<file path="src/rtl/multi_lane_note_judge.sv">
// Multi-lane falling-note judge: frame divider, per-lane note FSMs with hit window,
// strum edge detection, and saturating score/streak bookkeeping.
//
// state  | meaning
// S_IDLE | lane empty, waiting for noteStart
// S_FALL | note falling, Y advances by M each frame tick
// S_HIT  | note judged hit, Y frozen for FLASH ticks
// S_MISS | note reached MISS_Y, Y frozen for FLASH ticks
module multi_lane_note_judge #(
    parameter int              LANES  = 5,
    parameter int              POS_W  = 10,
    parameter int              DIV    = 17,
    parameter logic [POS_W-1:0] HIT_LO = 10'h1A0,
    parameter logic [POS_W-1:0] HIT_HI = 10'h1C0,
    parameter logic [POS_W-1:0] MISS_Y = 10'h1E0,
    parameter int              FLASH  = 4
) (
    input  logic                   Clk,
    input  logic                   reset,
    input  logic [LANES-1:0]       noteStart,
    input  logic [LANES-1:0]       fret,
    input  logic                   strum,
    input  logic [POS_W-1:0]       M,
    output logic                   frameTick,
    output logic [LANES*POS_W-1:0] noteY,
    output logic [2*LANES-1:0]     laneState,
    output logic [LANES-1:0]       hitPulse,
    output logic [LANES-1:0]       missPulse,
    output logic [15:0]            score,
    output logic [7:0]             streak
);

    localparam int DIV_W = (DIV > 1) ? $clog2(DIV) : 1;
    localparam int CNT_W = $clog2(FLASH + 1);

    typedef enum logic [1:0] {
        S_IDLE = 2'b00,
        S_FALL = 2'b01,
        S_HIT  = 2'b10,
        S_MISS = 2'b11
    } lane_state_t;

    lane_state_t      r_state [LANES];
    logic [POS_W-1:0] r_y     [LANES];
    logic [CNT_W-1:0] r_flash [LANES];
    logic [DIV_W-1:0] r_div;
    logic             r_strum_d;
    logic [LANES-1:0] r_hit;
    logic [LANES-1:0] r_miss;
    logic [15:0]      r_score;
    logic [7:0]       r_streak;

    logic             w_tick;
    logic             w_strum_ev;
    logic [LANES-1:0] w_hit;
    logic [LANES-1:0] w_miss;
    logic [3:0]       w_nhits;
    logic             w_clear;
    logic [16:0]      w_score_sum;
    logic [8:0]       w_streak_sum;
    logic [POS_W:0]   w_y_sum  [LANES];
    logic [POS_W-1:0] w_next_y [LANES];

    assign w_tick     = (r_div == DIV_W'(DIV - 1));
    assign w_strum_ev = strum & ~r_strum_d;

    always_comb begin
        w_nhits = '0;
        w_hit   = '0;
        w_miss  = '0;
        for (int l = 0; l < LANES; l++) begin
            // Extra bit keeps Y+M from wrapping before the clamp to MISS_Y.
            w_y_sum[l]  = {1'b0, r_y[l]} + {1'b0, M};
            w_next_y[l] = (w_y_sum[l] >= {1'b0, MISS_Y}) ? MISS_Y : w_y_sum[l][POS_W-1:0];
            w_hit[l]    = (r_state[l] == S_FALL) && w_strum_ev && fret[l] &&
                          (r_y[l] >= HIT_LO) && (r_y[l] <= HIT_HI);
            w_miss[l]   = (r_state[l] == S_FALL) && (r_y[l] >= MISS_Y);
            w_nhits     = w_nhits + 4'(w_hit[l]);
        end
    end

    assign w_clear      = (|w_miss) | (w_strum_ev & ~(|w_hit));
    assign w_score_sum  = {1'b0, r_score} + 17'(w_nhits);
    assign w_streak_sum = {1'b0, r_streak} + 9'(w_nhits);

    always_ff @(posedge Clk) begin
        if (reset) begin
            r_div     <= '0;
            r_strum_d <= 1'b0;
            r_hit     <= '0;
            r_miss    <= '0;
            r_score   <= '0;
            r_streak  <= '0;
            for (int l = 0; l < LANES; l++) begin
                r_state[l] <= S_IDLE;
                r_y[l]     <= '0;
                r_flash[l] <= '0;
            end
        end else begin
            r_div     <= w_tick ? '0 : r_div + 1'b1;
            r_strum_d <= strum;
            r_hit     <= w_hit;
            r_miss    <= w_miss;
            r_score   <= w_score_sum[16] ? 16'hFFFF : w_score_sum[15:0];
            if (w_clear)
                r_streak <= '0;
            else
                r_streak <= w_streak_sum[8] ? 8'hFF : w_streak_sum[7:0];

            for (int l = 0; l < LANES; l++) begin
                case (r_state[l])
                    S_IDLE: begin
                        if (noteStart[l]) begin
                            r_state[l] <= S_FALL;
                            r_y[l]     <= '0;
                        end
                    end
                    S_FALL: begin
                        r_flash[l] <= '0;
                        if (w_hit[l])
                            r_state[l] <= S_HIT;
                        else if (w_miss[l])
                            r_state[l] <= S_MISS;
                        else if (w_tick)
                            r_y[l] <= w_next_y[l];
                    end
                    S_HIT, S_MISS: begin
                        if (w_tick) begin
                            if (r_flash[l] == CNT_W'(FLASH - 1)) begin
                                r_state[l] <= S_IDLE;
                                r_y[l]     <= '0;
                                r_flash[l] <= '0;
                            end else begin
                                r_flash[l] <= r_flash[l] + 1'b1;
                            end
                        end
                    end
                    default: r_state[l] <= S_IDLE;
                endcase
            end
        end
    end

    always_comb begin
        noteY     = '0;
        laneState = '0;
        for (int l = 0; l < LANES; l++) begin
            noteY[l*POS_W +: POS_W] = r_y[l];
            laneState[2*l +: 2]     = r_state[l];
        end
    end

    assign frameTick = w_tick;
    assign hitPulse  = r_hit;
    assign missPulse = r_miss;
    assign score     = r_score;
    assign streak    = r_streak;

endmodule

</file>
<file path="config.mk">
export PLATFORM = sky130hd
export DESIGN_NAME = multi_lane_note_judge
export DESIGN_NICKNAME = d
export VERILOG_FILES = /design/src/rtl/multi_lane_note_judge.sv
export SDC_FILE = /design/constraint.sdc
export NUM_CORES = 1
export LEC_CHECK = 0
export BUFFER_PORTS_ARGS = -buffer_cell sky130_fd_sc_hd__buf_4
export CORE_MARGIN = 10
export CORE_UTILIZATION = 40
export CTS_CLUSTER_DIAMETER = 50
export DETAILED_ROUTE_END_ITERATION = 16
export GPL_TIMING_DRIVEN = 0
export PLACE_DENSITY = 0.64
export SLEW_MARGIN = 20
export SYNTH_ARGS = -nofsm -noshare
export SYNTH_HDL_FRONTEND = slang
export SYNTH_SLANG_ARGS = --single-unit
</file>
<file path="constraint.sdc">
create_clock -name Clk -period 7 [get_ports Clk]
set_input_delay 0.7 -clock Clk [delete_from_list [all_inputs] [get_ports Clk]]
set_output_delay 0.7 -clock Clk [all_outputs]
set_load 0.01 [all_outputs]
</file>
==> results by group <==
Clocking
  • Post-CTS Setup Inserts: 0
  • Clock Path Buffers: 2
  • CTS tree: built
  • Resize count post-CTS: 0
  • Clk_lat worst skew: ~0.42 ns
  • Clock-pin slew on the worst setup and hold paths: 0.06 ns
  • Hold-fix buffers, CTS: 0
  • Root Buffer: clkbuf_16
  • H-tree levels: 4
  • Sinks on Clock Net: 115
  • CTS buffer count: 17

Setup path
  • Worst setup EP type: flip-flop
  • Worst-case reg-to-reg path depth: 14
  • Critical path arrival: around 5.7 ns
  • Critical Path RT: approximately 7.3 ns
  • Worst R2R Setup Slack: about 1.7 ns
  • Capturing point of the worst reg2reg path: score[11]
  • Reg-to-reg startpoint: r_y[1][5]
  • Critical Path Fanout Max: 10
  • Startpoint Class: flip-flop
  • CP endpoint: score[11]
  • Kind of critical path: flip-flop to flip-flop
  • CP Launch Point: r_y[1][5]

STA
  • Tcrit/Tclk final: between 70% and 80%
  • Endpoints failing setup: 0
  • Slew of the pin with the lowest slew margin: 0.803 ns
  • Final Skew: ~0.012 ns
  • Setup TNS: 0 ns
  • Crit path time final: around 5.3 ns
  • Max-slew violations: 0
  • Count of final hold-check violations: 0
  • RSZ-0062 raised after global routing: false
  • Worst slew margin: roughly 46%
  • Fmax: roughly 190 MHz

Floorplan
  • Site row count: roughly 50
  • Initial core utilization: roughly two fifths
  • Die area: approximately 26000 um^2
  • Die Span Y: 160 um
  • Core ar.: 19300 um^2
  • Die W: approximately 160 um
  • Num ports: ~120

Finish
  • Area delta synth->final: 24.0%
  • Layout Nets: around 1000
  • Diodes inserted: 0
  • Final Core Density: 50.2%
  • Commonest non-fill, non-tap cell in the layout: buf_4
  • Layout cells sized above 1: a little under 20%
  • Commonest non-fill, non-tap cells in the layout: 118 x buf_4, 84 x a21oi_1, 75 x edfxtp_1

Yosys
  • Xor/xnor share of the synthesized area: roughly 4.7%
  • Area of the mapped netlist: 7820 um^2
  • Avg Inst Size Synth: 9.82 um^2
  • Cell type with the largest total area after synthesis: edfxtp_1
  • Simple-gate portion of the synthesized area: between 10% and 20%
  • Synth Warn #: 0
  • Post-synth EDFFs: 75
  • Post-synthesis mux area share: less than 1%
  • Library cells used by synthesis: 80
  • Synth Area in Adders: between 10% and 20%
  • Register area share after synthesis: 39.0%
  • Synth Area in Compound Gates: between 10% and 20%
  • Top cell type's share of synthesized area: between 20 and 30%
  • Combinational family with the most area after synthesis: simple AND/OR/NAND/NOR gates
  • Ys async rst share: 0%
  • FF+latch count, synth: approximately 120
  • Mapped Cells: ~800
  • Ys flop type: edfxtp_1
  • Main area contributors after synthesis: edfxtp_1 29%, ha_1 11%, dfxtp_1 10%, a21oi_1 5.4%, nor2_1 3.3%

Route
  • Initial DRC Count: 321
  • Vias per inst: 5.46
  • Via count: roughly 6600
  • Drt pass-1 iters: 5
  • Final WL: roughly 22 mm
  • Per-cell routed wire length: ~18 um
  • # DRC: 0
  • DRT antenna net count: 0

Job
  • Max-cap violations: 0

GRT
  • Pin count of the biggest net entering global routing: 17
  • First-pass GRT wire length: roughly 35 mm
  • Vias in the first global route: roughly 6600
  • GRT overflow: 0
  • GRT Total Usage: 17.0%
  • Initial antenna violation count: 0

Power and ir drop
  • Lkg Pwr: roughly 4 nW
  • Pwr dens: roughly 240 nW/um^2
  • Worst VDD drop: around 0.17 mV

Place
  • DPL Wire Length: 17.0 mm
  • GPL Wtd Cong: around 0.9
  • # port buffers: 117

Hold path
  • HP Class: flip-flop to flip-flop
  • Critical hold path startpoint: r_div[0]

Run status
  • Status: complete, no violations
==> cell families (layout without fill, tap and decap cells) <==
| group | count (synthesis) | in the layout |
|---|---|---|
| mux | 5 | 5 |
| compound gates | 217 | 217 |
| buf+inv | 67 | 216 |
| xor+xnor | 42 | 42 |
| fa+ha+maj | 78 | 78 |
| flops | 115 | 115 |
| other cells | 1 | 5 |
| simple gates | 272 | 272 |
==> state kept, by name (all words and copies together), names as in the netlist <==
| name | count |
|---|---|
| missPulse | 5 |
| r_div | 5 |
| r_flash | 15 |
| hitPulse | 5 |
| r_y | 50 |
| streak | 8 |
| r_strum_d | 1 |
| r_state | 10 |
| score | 16 |
==> per-layer routing <==
metal	wire length [um]	share of wire, %	vias to the layer above	GRT usage (%)
met5	0	0	-	0
met2	10200	46	201	27.1
met1	10100	46	3129	22.4
met4	314	1.4	0	4.97
met3	1430	6.5	20	4.06
li1	-	-	3289	-
==> stage by stage <==
stage,hold WS (ns),cells,area [um^2],power (mW),setup WS (ns)
4_1_cts,0.499,1215,9700,2.32,1.64
6_report,0.495,1215,9700,2.31,1.65
5_1_grt,0.529,1215,9700,2.42,1.16
3_3_place_gp,0.480,1183,9050,1.39,1.72
2_1_floorplan,0.457,801,7840,1.20,2.74
3_5_place_dp,0.487,1183,9050,1.39,1.69
==> area by class of cell <==
class / instances / area (um^2)
clock buffer: 28 / 592
tap: 265 / 332
clock inverter: 4 / 52.6
buffer: 16 / 67.6
fill: 1824 / 9640
sequential: 115 / 3050
multi-input combinational: 619 / 4530
inverter: 51 / 191
timing repair buffer: 117 / 878
==> where the power goes <==
group / internal [mW] / leakage [nW] / switching (mW) / total [mW]
Combinational: 0.221 / 2.60 / 0.310 / 0.531
Sequential: 0.790 / 1.12 / 0.0614 / 0.852
Clock: 0.613 / 0.317 / 0.310 / 0.923
==> synthesized netlist by cell type (all sizes together) (9+ instances only) <==
| master | count |
|---|---|
| dfxtp | 40 |
| inv | 51 |
| clkbuf | 11 |
| a21oi | 85 |
| a21o | 13 |
| a31oi | 9 |
| o211ai | 13 |
| xnor2 | 18 |
| nor3b | 11 |
| nand2b | 26 |
| fa | 9 |
| edfxtp | 75 |
| nand3 | 19 |
| nand3b | 12 |
| xor2 | 24 |
| and3 | 11 |
| ha | 69 |
| nand2 | 30 |
| nor2b | 14 |
| nor3 | 30 |
| o21ai | 23 |
| nor2 | 70 |
==> worst min-delay path by stage <==
stage                     slack (ns)       end  cells after the start
after floorplan                 0.46  r_div[0]                      1
after global placement          0.48  r_div[0]                      1
after detailed placement        0.49  r_div[0]                      1
after CTS                       0.50  r_div[0]                      1
after global routing            0.53  r_div[0]                      1
final                           0.49  r_div[0]                      1
==> critical path: stages (launching register included) <==
cell      delay, ns
edfxtp_1       0.51
or4b_1         0.50
o41ai_1        0.59
nand3_1        0.42
fa_1           0.57
fa_1           0.37
inv_1          0.08
ha_1           0.19
inv_1          0.10
fa_1           0.44
o21ai_0        0.20
nor3b_2        0.50
nand3_1        0.30
clkbuf_1       0.32
a21oi_1        0.18
(Power assumes the default switching activity.)
